--- src/rtl/fpu_normalize_round_pkg.sv ---
// Shared definitions for the FPU normalize/round/pack stage.
//   FP_BIAS     single-precision exponent bias
//   FP_EXP_MAX  biased exponent value that encodes infinity
//   FP_FRAC_W   stored fraction width of an IEEE-754 single
//   e_norm_states  state encoding of the normalize/round FSM
package fpu_normalize_round_pkg;

  localparam int FP_BIAS    = 127;
  localparam int FP_EXP_MAX = 2 * FP_BIAS + 1;
  localparam int FP_FRAC_W  = 23;

  typedef enum logic [2:0] {
    norm_idle_st,
    norm_check_st,
    norm_shift_right_st,
    norm_shift_left_st,
    norm_round_st,
    norm_round_adj_st,
    norm_pack_st,
    norm_valid_st
  } e_norm_states;

endpackage

--- src/rtl/fpu_round_rne.sv ---
// Round-to-nearest-even of a 23-bit fraction given guard, round and sticky bits.
//   frac          fraction before rounding (hidden 1 implied above it)
//   guard_bit     first bit below the fraction lsb
//   round_bit     second bit below the fraction lsb
//   sticky_bit    OR of every remaining lower bit
//   frac_rounded  {carry, fraction} after the increment; carry set means 1.11..1 rolled to 10.00..0
//   inexact       any discarded bit was nonzero
module fpu_round_rne
  import fpu_normalize_round_pkg::*;
(
  input  logic [FP_FRAC_W-1:0] frac,
  input  logic                 guard_bit,
  input  logic                 round_bit,
  input  logic                 sticky_bit,
  output logic [FP_FRAC_W:0]   frac_rounded,
  output logic                 inexact
);

  // Ties (G=1, R=S=0) go up only when that makes the lsb even.
  function automatic logic rne_round_up(input logic lsb, input logic g, input logic r,
                                        input logic s);
    return g & (r | s | lsb);
  endfunction

  always_comb begin
    frac_rounded = {1'b0, frac} +
                   {{FP_FRAC_W{1'b0}}, rne_round_up(frac[0], guard_bit, round_bit, sticky_bit)};
    inexact      = guard_bit | round_bit | sticky_bit;
  end

endmodule

--- src/rtl/fpu_normalize_round.sv ---
// Post-arithmetic FPU stage: normalizes a raw sign/exponent/mantissa one bit per
// cycle, rounds to nearest-even and packs an IEEE-754 single (flush-to-zero).
//   clk, rst       rising-edge clock, synchronous active-high reset
//   start          load operands (honoured only when idle)
//   sign_in        result sign
//   exp_in         signed biased exponent of mant_in
//   mant_in        raw mantissa, top two bits are the integer part
//   busy           operation in progress (after start accepted, until result_valid)
//   result_valid   result and flags stable, held until ack
//   ack            consumer took the result
//   result         packed single-precision word
//   flag_zero / flag_ovf / flag_unf / flag_inexact  result classification
module fpu_normalize_round
  import fpu_normalize_round_pkg::*;
#(
  parameter int MANT_IN_W = 48,
  parameter int EXP_W     = 10
) (
  input  logic                        clk,
  input  logic                        rst,
  input  logic                        start,
  input  logic                        sign_in,
  input  logic signed [EXP_W-1:0]     exp_in,
  input  logic        [MANT_IN_W-1:0] mant_in,
  output logic                        busy,
  output logic                        result_valid,
  input  logic                        ack,
  output logic        [31:0]          result,
  output logic                        flag_zero,
  output logic                        flag_ovf,
  output logic                        flag_unf,
  output logic                        flag_inexact
);

  localparam int MANT_TOP = MANT_IN_W - 1;
  // Bit index of the fraction lsb once the leading one sits at MANT_TOP-1.
  localparam int FRAC_LSB = MANT_IN_W - 2 - FP_FRAC_W;

  localparam logic signed [EXP_W:0] EXP_ZERO  = '0;
  localparam logic signed [EXP_W:0] EXP_ONE   = (EXP_W + 1)'(1);
  localparam logic signed [EXP_W:0] EXP_INF_S = (EXP_W + 1)'(FP_EXP_MAX);

  e_norm_states state, state_next;

  logic                        sign_r;
  logic signed [EXP_W:0]       exp_r;
  logic        [MANT_IN_W-1:0] mant_r;
  logic                        sticky_r;
  logic                        zero_r;
  logic                        unf_r;
  logic                        inexact_r;
  logic        [FP_FRAC_W-1:0] frac_r;

  logic        [MANT_IN_W-1:0] mant_shl;
  logic signed [EXP_W:0]       exp_dec;
  logic        [FP_FRAC_W:0]   frac_rounded;
  logic                        rnd_inexact;

  assign mant_shl = mant_r << 1;
  assign exp_dec  = exp_r - EXP_ONE;

  fpu_round_rne u_round (
    .frac         (mant_r[MANT_TOP-2 -: FP_FRAC_W]),
    .guard_bit    (mant_r[FRAC_LSB-1]),
    .round_bit    (mant_r[FRAC_LSB-2]),
    .sticky_bit   ((|mant_r[FRAC_LSB-3:0]) | sticky_r),
    .frac_rounded (frac_rounded),
    .inexact      (rnd_inexact)
  );

  assign busy         = (state != norm_idle_st) && (state != norm_valid_st);
  assign result_valid = (state == norm_valid_st);

  always_ff @(posedge clk) begin
    if (rst) state <= norm_idle_st;
    else     state <= state_next;
  end

  always_comb begin
    state_next = state;
    case (state)
      norm_idle_st:        if (start) state_next = norm_check_st;
      norm_check_st: begin
        if (mant_r == '0)            state_next = norm_pack_st;
        else if (mant_r[MANT_TOP])   state_next = norm_shift_right_st;
        else if (!mant_r[MANT_TOP-1]) state_next = norm_shift_left_st;
        else                         state_next = norm_round_st;
      end
      norm_shift_right_st: state_next = norm_round_st;
      // Underflow wins over reaching normal form on the same shift.
      norm_shift_left_st: begin
        if (exp_dec <= EXP_ZERO)      state_next = norm_pack_st;
        else if (mant_shl[MANT_TOP-1]) state_next = norm_round_st;
      end
      norm_round_st:       state_next = frac_rounded[FP_FRAC_W] ? norm_round_adj_st : norm_pack_st;
      norm_round_adj_st:   state_next = norm_pack_st;
      norm_pack_st:        state_next = norm_valid_st;
      norm_valid_st:       if (ack) state_next = norm_idle_st;
      default:             state_next = norm_idle_st;
    endcase
  end

  // Working datapath: only meaningful between start and pack, so left unreset.
  always_ff @(posedge clk) begin
    case (state)
      norm_idle_st: if (start) begin
        sign_r    <= sign_in;
        exp_r     <= {exp_in[EXP_W-1], exp_in};
        mant_r    <= mant_in;
        sticky_r  <= 1'b0;
        zero_r    <= 1'b0;
        unf_r     <= 1'b0;
        inexact_r <= 1'b0;
      end
      norm_check_st: if (mant_r == '0) zero_r <= 1'b1;
      norm_shift_right_st: begin
        mant_r   <= mant_r >> 1;
        sticky_r <= sticky_r | mant_r[0];
        exp_r    <= exp_r + EXP_ONE;
      end
      norm_shift_left_st: begin
        mant_r <= mant_shl;
        exp_r  <= exp_dec;
        if (exp_dec <= EXP_ZERO) unf_r <= 1'b1;
      end
      norm_round_st: begin
        frac_r    <= frac_rounded[FP_FRAC_W-1:0];
        inexact_r <= rnd_inexact;
      end
      // Carry out of the rounding add: significand is exactly 2.0 -> 1.0 with exponent + 1.
      norm_round_adj_st: begin
        frac_r <= '0;
        exp_r  <= exp_r + EXP_ONE;
      end
      default: ;
    endcase
  end

  always_ff @(posedge clk) begin
    if (rst) begin
      result       <= '0;
      flag_zero    <= 1'b0;
      flag_ovf     <= 1'b0;
      flag_unf     <= 1'b0;
      flag_inexact <= 1'b0;
    end else if (state == norm_pack_st) begin
      flag_zero    <= 1'b0;
      flag_ovf     <= 1'b0;
      flag_unf     <= 1'b0;
      flag_inexact <= inexact_r;
      if (zero_r) begin
        result       <= {sign_r, 31'h0};
        flag_zero    <= 1'b1;
        flag_inexact <= 1'b0;
      end else if (unf_r || (exp_r <= EXP_ZERO && exp_r < EXP_INF_S)) begin
        result       <= {sign_r, 31'h0};
        flag_unf     <= 1'b1;
        flag_zero    <= 1'b1;
        flag_inexact <= 1'b1;
      end else if (exp_r >= EXP_INF_S) begin
        result   <= {sign_r, 8'hFF, 23'h0};
        flag_ovf <= 1'b1;
      end else begin
        result <= {sign_r, exp_r[7:0], frac_r};
      end
    end
  end

endmodule

--- config.mk ---
export PLATFORM = sky130hd
export DESIGN_NAME = fpu_normalize_round
export DESIGN_NICKNAME = d
export VERILOG_FILES = /design/src/rtl/fpu_normalize_round_pkg.sv /design/src/rtl/fpu_round_rne.sv /design/src/rtl/fpu_normalize_round.sv
export SDC_FILE = /design/constraint.sdc
export NUM_CORES = 1
export LEC_CHECK = 0
export BUFFER_PORTS_ARGS = -buffer_cell sky130_fd_sc_hd__clkbuf_2
export CAP_MARGIN = 20
export CELL_PAD_IN_SITES_DETAIL_PLACEMENT = 2
export CELL_PAD_IN_SITES_GLOBAL_PLACEMENT = 2
export CORE_MARGIN = 10
export CORE_UTILIZATION = 39
export CTS_CLUSTER_DIAMETER = 150
export DETAILED_ROUTE_END_ITERATION = 10
export GPL_ROUTABILITY_DRIVEN = 0
export PLACE_DENSITY_LB_ADDON = 0.15
export SYNTH_ARGS = -nofsm -noshare
export SYNTH_HDL_FRONTEND = slang
export SYNTH_HIERARCHICAL = 1
export SYNTH_SLANG_ARGS = --single-unit
--- constraint.sdc ---
create_clock -name clk -period 11.58 [get_ports clk]
set_input_delay 1.158 -clock clk [delete_from_list [all_inputs] [get_ports clk]]
set_output_delay 1.158 -clock clk [all_outputs]
set_load 0.05 [all_outputs]
==> results.md, run 1 <==
* Outcome: completed
* Distinct cell type count after synthesis at 65
* Clk Latency, worst-skew pair at 0.42 ns
* Fmax at 271 MHz
* Maximum root-to-sink buffer count at 2
* Post-CTS resize count at 0
* CTS tree: yes
* CP Max Fanout at 75
* H-tree depth at 4
* GRT Residual Overflow at 0
* Arr. time, crit path at 4.05 ns
* CP Capture Type: flip-flop
* Routed WL per cell at 22.2 um
* Initial antenna violation count at 0
* Initial Util at 0.395
* Syn avg cell area at 10.3 um2
* Initial DRC Count at 304
* EDFF count, synth at 87
* Die area at 23000 um2
* Vias in the first global route at 5998
* Via density at 5.66
* DRT Pass-1 Iters at 4
* Clock Sinks at 126
* Total CTS buffers at 17
* WP buf/inv at 2
* Area grow syn2layout at 18.0%
* Post-DP HPWL at 15300 um
* Post-synthesis cell count at 658
* Synthesized net count at 726
* Area contributors post-synth: edfxtp_1 (39%), dfxtp_1 (12%), mux2i_1 (7.4%)
* Critical Path Start Type: flip-flop
* Core area at 17100 um2
* Final instance area at 7980 um2
* Delay-heaviest family, CP: simple AND/OR/NAND/NOR gates
* Skew final at 0.0101 ns
* Register area share after synthesis at 0.502
* Largest net degree at the start of global routing at 100
* Leakage at 3.07 nW
* Tot Pwr at 2.09 mW
* #FFs+latches synth at 126
* Worst Hold Class: flip-flop to flip-flop
* Hold Fails Final Rpt at 0
* Power Density at 262 nW/um2
* # hold bufs at CTS at 0
* Minimum clock period at 3.69 ns
* Critical Path, Cell by Cell: inv_1 > nand3_1 > nor3_1 > nor3b_2 > buf_6 > a22o_1
* Placed cell areas at 7390 um2
* Crit path required time at 11.94 ns
* Measured slew at the worst slew-check pin at 1.17 ns
* Final ANT Viol Nets at 0
* Post-Synthesis Cell Area at 6760 um2
* N_diodes at 0
* Reg clk slew, reported paths at 0.06 ns
* Post-synth top area share at 0.386
* Die Wd at 152 um
* Worst r2r src: state[0]
* Final setup violation count at 0
* Reg2reg path depth at 6
* Hold Path Stages at 2
* Worst R2R Setup Slack at 7.89 ns
* Final critical-path share of the clock period at 0.319
* Final WL at 21600 um
* # Post-CTS Setup Buffers at 0
* Ports at 101
* Row Count at 48
* Fraction of layout cells with a size suffix above 1 at 0.222
* Largest stage delay, worst path at 0.97 ns
* Worst reg2reg endpoint: result[13]
* Slowest-stage cell, CP: nor3_1
* First-pass GRT wire length at 34000 um
* DRC at 0
* Max-capacitance violation count at 0
* Post-route setup TNS at 0 ns
* Yosys warning total at 6
* Ys flop type: edfxtp_1
* Root buf cell: clkbuf_16
* Worst VDD drop at 0.136 mV
* DIE HEIGHT at 152 um
* GRT Overall Usage at 0.189
* Asr flop ratio synth at 0
* Slew Limit Fails at 0
* Min Hold Slack at 0.455 ns
* Port Buffer Count at 100
* Setup CP Type: flip-flop to flip-flop
* Via count at 5515
* Fin nets at 804
* Max-Slew Margin vs Limit at 0.213
* HP Start: result[25]
* RSZ-0062 raised after global routing: no
* Largest area contributor in the netlist: edfxtp_1
* Hold path endpoint: result[25]
-- per-layer routing --
metal  share of wire  GRT usage
met1            0.46      0.248
met2            0.48      0.305
met3           0.052     0.0428
met4           0.012     0.0543
met5               0          0
-- power breakdown --
part	internal, mW	switching, mW
combinational	0.244	0.397
sequential	0.692	0.243
clock	0.288	0.226
total	1.22	0.865
-- worst max-delay path by stage --
stage / from / to / slack, ns / cells after the start
floorplan: start / mant_r[0] / 7.87 / 2
global placement: state[0] / result[14] / 7.75 / 5
detailed placement: state[0] / result[12] / 7.93 / 6
CTS: state[0] / result[13] / 7.87 / 6
global route: state[0] / result[13] / 7.49 / 6
finish: state[0] / result[13] / 7.89 / 6
-- sequential cells by signal, summed over array words and instances, names as in the netlist --
name          flops
frac_r           23
flag_unf          1
flag_ovf          1
state             3
exp_r            11
zero_r            1
flag_zero         1
result           32
sticky_r          1
flag_inexact      1
mant_r           48
sign_r            1
unf_r             1
inexact_r         1
-- final cells by class --
cell class	instances	area, um2
Sequential cell	126	3400
Clock inverter	14	123
Tap cell	225	282
Timing Repair Buffer	107	568
Clock buffer	18	439
Fill cell	1829	9140
Inverter	8	30.0
Multi-Input combinational cell	476	3140
-- Yosys cell counts, types with 4 or more instances --
cell type   n
or3_1       5
ha_1        5
xnor2_1    18
xor2_1     18
nor2_1     26
inv_1       8
nand4_1    13
nand2b_1    4
and3_1      9
dfxtp_1    39
a22o_1     23
edfxtp_1   87
nand3_1    19
nor4_1     13
nand2_1    84
and2_1     24
nor3_1     11
a31oi_1     4
mux2i_1    50
nor2b_1     5
clkbuf_1   30
buf_2      12
a21oi_1    19
o21ai_0    72
a22oi_1     4
-- tightest hold or removal path, delay by kind of cell (launching register included) --
kind,cells,cell delay [ns]
compound gates,1,0.05
flops,1,0.31
simple gates,1,0.05
-- logic make-up after synthesis --
family / after synthesis / synth area share
xor gates and xnor gates: 36 / 0.0466
DFF: 126 / 0.502
adders and majority gates: 5 / 0.00925
AOI/OAI and AO/OA: 149 / 0.141
and+or+nand+nor: 234 / 0.187
buffers and inverters: 56 / 0.0363
muxes: 52 / 0.0773
-- placed cells by master, fill, tap and decap left out, types with 23 or more instances in the layout --
cell type	netlist	routed
clkbuf_2	1	100
edfxtp_1	87	87
mux2i_1	50	50
dfxtp_1	39	38
nor2_1	26	25
a22o_1	23	23
nand2_1	84	84
and2_1	24	24
o21ai_0	72	71
-- through the flow --
step	util	std cells	setup WS, ns
6_report	0.466	974	7.89
5_1_grt	0.466	974	7.49
3_5_place_dp	0.432	940	7.93
2_1_floorplan	-	658	7.87
3_3_place_gp	0.431	939	7.75
4_1_cts	0.465	972	7.87
No activity file was read; power rests on OpenSTA's default activity.
==> inputs of run 2 (changes only) <==
Settings changed: CORE_UTILIZATION 39 to 33.
Clock period 11.58 ns to 3 ns, I/O delays scaled along.
==> run 2 against run 1 <==
Largest cell class unchanged. Maximum frequency grew 39%. Clock-buffer cell count shrank 1. Cell count grew 6.2%. Critical endpoint is now unf_r. Clock power grew to 3.9 times the previous value. Die area grew 16%. Register-to-register slack lost 7.5 ns. Non-clock buffer count grew 15. Setup slack lost 7.5 ns. Power grew to 3.9 times the previous value. Sequential share of layout area shrank 0.91 points. Sequential power grew to 3.6 times the previous value. Largest power group unchanged. Highest routed layer unchanged.
==> results.md, run 2 (same netlist as run 1, synthesis figures left out) <==
* Outcome: completed
* Row Count at 52
* Hold Fails Final Rpt at 0
* Clock power share at 0.248
* Fill cells at 2183
* Port Buffer Count at 100
* Measured slew at the worst slew-check pin at 0.855 ns
* Slowest-stage cell, CP: edfxtp_1
* Skew final at 0.0168 ns
* Vias in the first global route at 5920
* Largest regs: mant_r (48), result (32), frac_r (23)
* Commonest non-fill, non-tap cell in the layout: clkbuf_2
* CP Capture Type: flip-flop
* DIE HEIGHT at 163 um
* Critical Path Start Type: flip-flop
* # Post-CTS Setup Buffers at 0
* Core area at 20200 um2
* Worst Hold Class: input port to flip-flop
* Critical Path, Cell by Cell: inv_1 > ha_1 > or3b_4 > o31ai_1 > o2111ai_2 > a21o_2 > o21ai_0
* CP Max Fanout at 10
* Leakage at 3.15 nW
* Clk Latency, worst-skew pair at 0.43 ns
* Reg clk slew, reported paths at 0.06 ns
* Worst r2r src: exp_r[0]
* Sequential power share at 0.414
* Logic pwr share at 0.338
* Post-CTS resize count at 0
* Die area at 26600 um2
* Setup CP Type: flip-flop to flip-flop
* First-pass GRT wire length at 34000 um
* Ports at 101
* Fmax at 377 MHz
* Clock Sinks at 126
* WP buf/inv at 1
* Post-Place Cells at 1002
* Critical path launch point: exp_r[0]
* Post-layout util at 0.404
* Final WL at 20900 um
* Area grow syn2layout at 20.6%
* Via count at 5364
* Max-capacitance violation count at 0
* Final ANT Viol Nets at 0
* Initial antenna violation count at 0
* Delay-heaviest family, CP: compound AO/OA/AOI/OAI gates
* Via density at 5.19
* # hold bufs at CTS at 0
* Post-DP HPWL at 15200 um
* Maximum root-to-sink buffer count at 2
* HP Start: sign_in
* RSZ-0062 raised after global routing: no
* GRT Overall Usage at 0.159
* Root buf cell: clkbuf_16
* H-tree depth at 4
* Largest net degree at the start of global routing at 71
* Max-Slew Margin vs Limit at 0.430
* Final critical-path share of the clock period at 0.884
* Crit path required time at 3.11 ns
* N_diodes at 0
* Tot Pwr at 8.12 mW
* Initial DRC Count at 304
* Int Power at 4.81 mW
* CTS tree: yes
* DRC at 0
* Largest register FFs at 48
* Total CTS buffers at 17
* Biggest register: mant_r
* Post-route setup TNS at 0 ns
* Power Density at 996 nW/um2
* Final setup violation count at 0
* Minimum clock period at 2.65 ns
* Net Sw Frac at 0.408
* GRT Residual Overflow at 0
* Pre-CTS setup slack at 0.239 ns
* Routed WL per cell at 20.2 um
* Initial Util at 0.335
* Worst VDD drop at 0.402 mV
* Die Wd at 163 um
* NetSw at 3.31 mW
* Most frequent cells in the layout: clkbuf_2 (100), edfxtp_1 (87), nand2_1 (84), o21ai_0 (72), mux2i_1 (50)
* Fin nets at 819
* Fraction of layout cells with a size suffix above 1 at 0.238
* Slew Limit Fails at 0
* Final worst slack at 0.347 ns
* DRT Pass-1 Iters at 4
* Largest stage delay, worst path at 0.54 ns
* Arr. time, crit path at 2.77 ns
* Fin cells at 1034
-- run 2: worst paths after layout --
path	end	cells after the start	slack (ns)
setup / recovery	unf_r	7	0.35
hold / removal	sign_r	1	0.06
setup reg to reg	unf_r	7	0.35
hold reg to reg	result[16]	1	0.45
-- run 2: layer usage --
metal	global-route usage	vias to the layer above	routed length, um
met5	0	-	0
met1	0.226	2624	10500
met2	0.238	93	9430
li1	-	2634	-
met4	0.0447	0	221
met3	0.0342	13	715
-- run 2: cell type report --
type                       instances  area, um2  area share
tap                              270        338      0.0414
timing repair buffer             122        678      0.0832
clock inverter                    15        135      0.0166
clock buffer                      17        425      0.0522
inverter                           8       30.0     0.00368
sequential                       126       3400       0.417
multi-input combinational        476       3150       0.386
-- run 2: metrics by stage --
step	area, um2	hold WS, ns
final	8160	0.0563
after global routing	8160	0.0452
after CTS	8150	0.0437
after detailed placement	7590	0.446
after global placement	7590	0.443
after floorplan	6760	0.399
-- run 2: power groups by stage --
stage | clock (mW) | combinational (mW) | sequential [mW]
2_1_floorplan | 0 | 2.03 | 3.07
3_3_place_gp | 0 | 2.64 | 3.34
3_5_place_dp | 0 | 2.76 | 3.39
4_1_cts | 2.06 | 2.79 | 3.37
5_1_grt | 2.14 | 3.07 | 3.46
6_report | 2.01 | 2.75 | 3.36
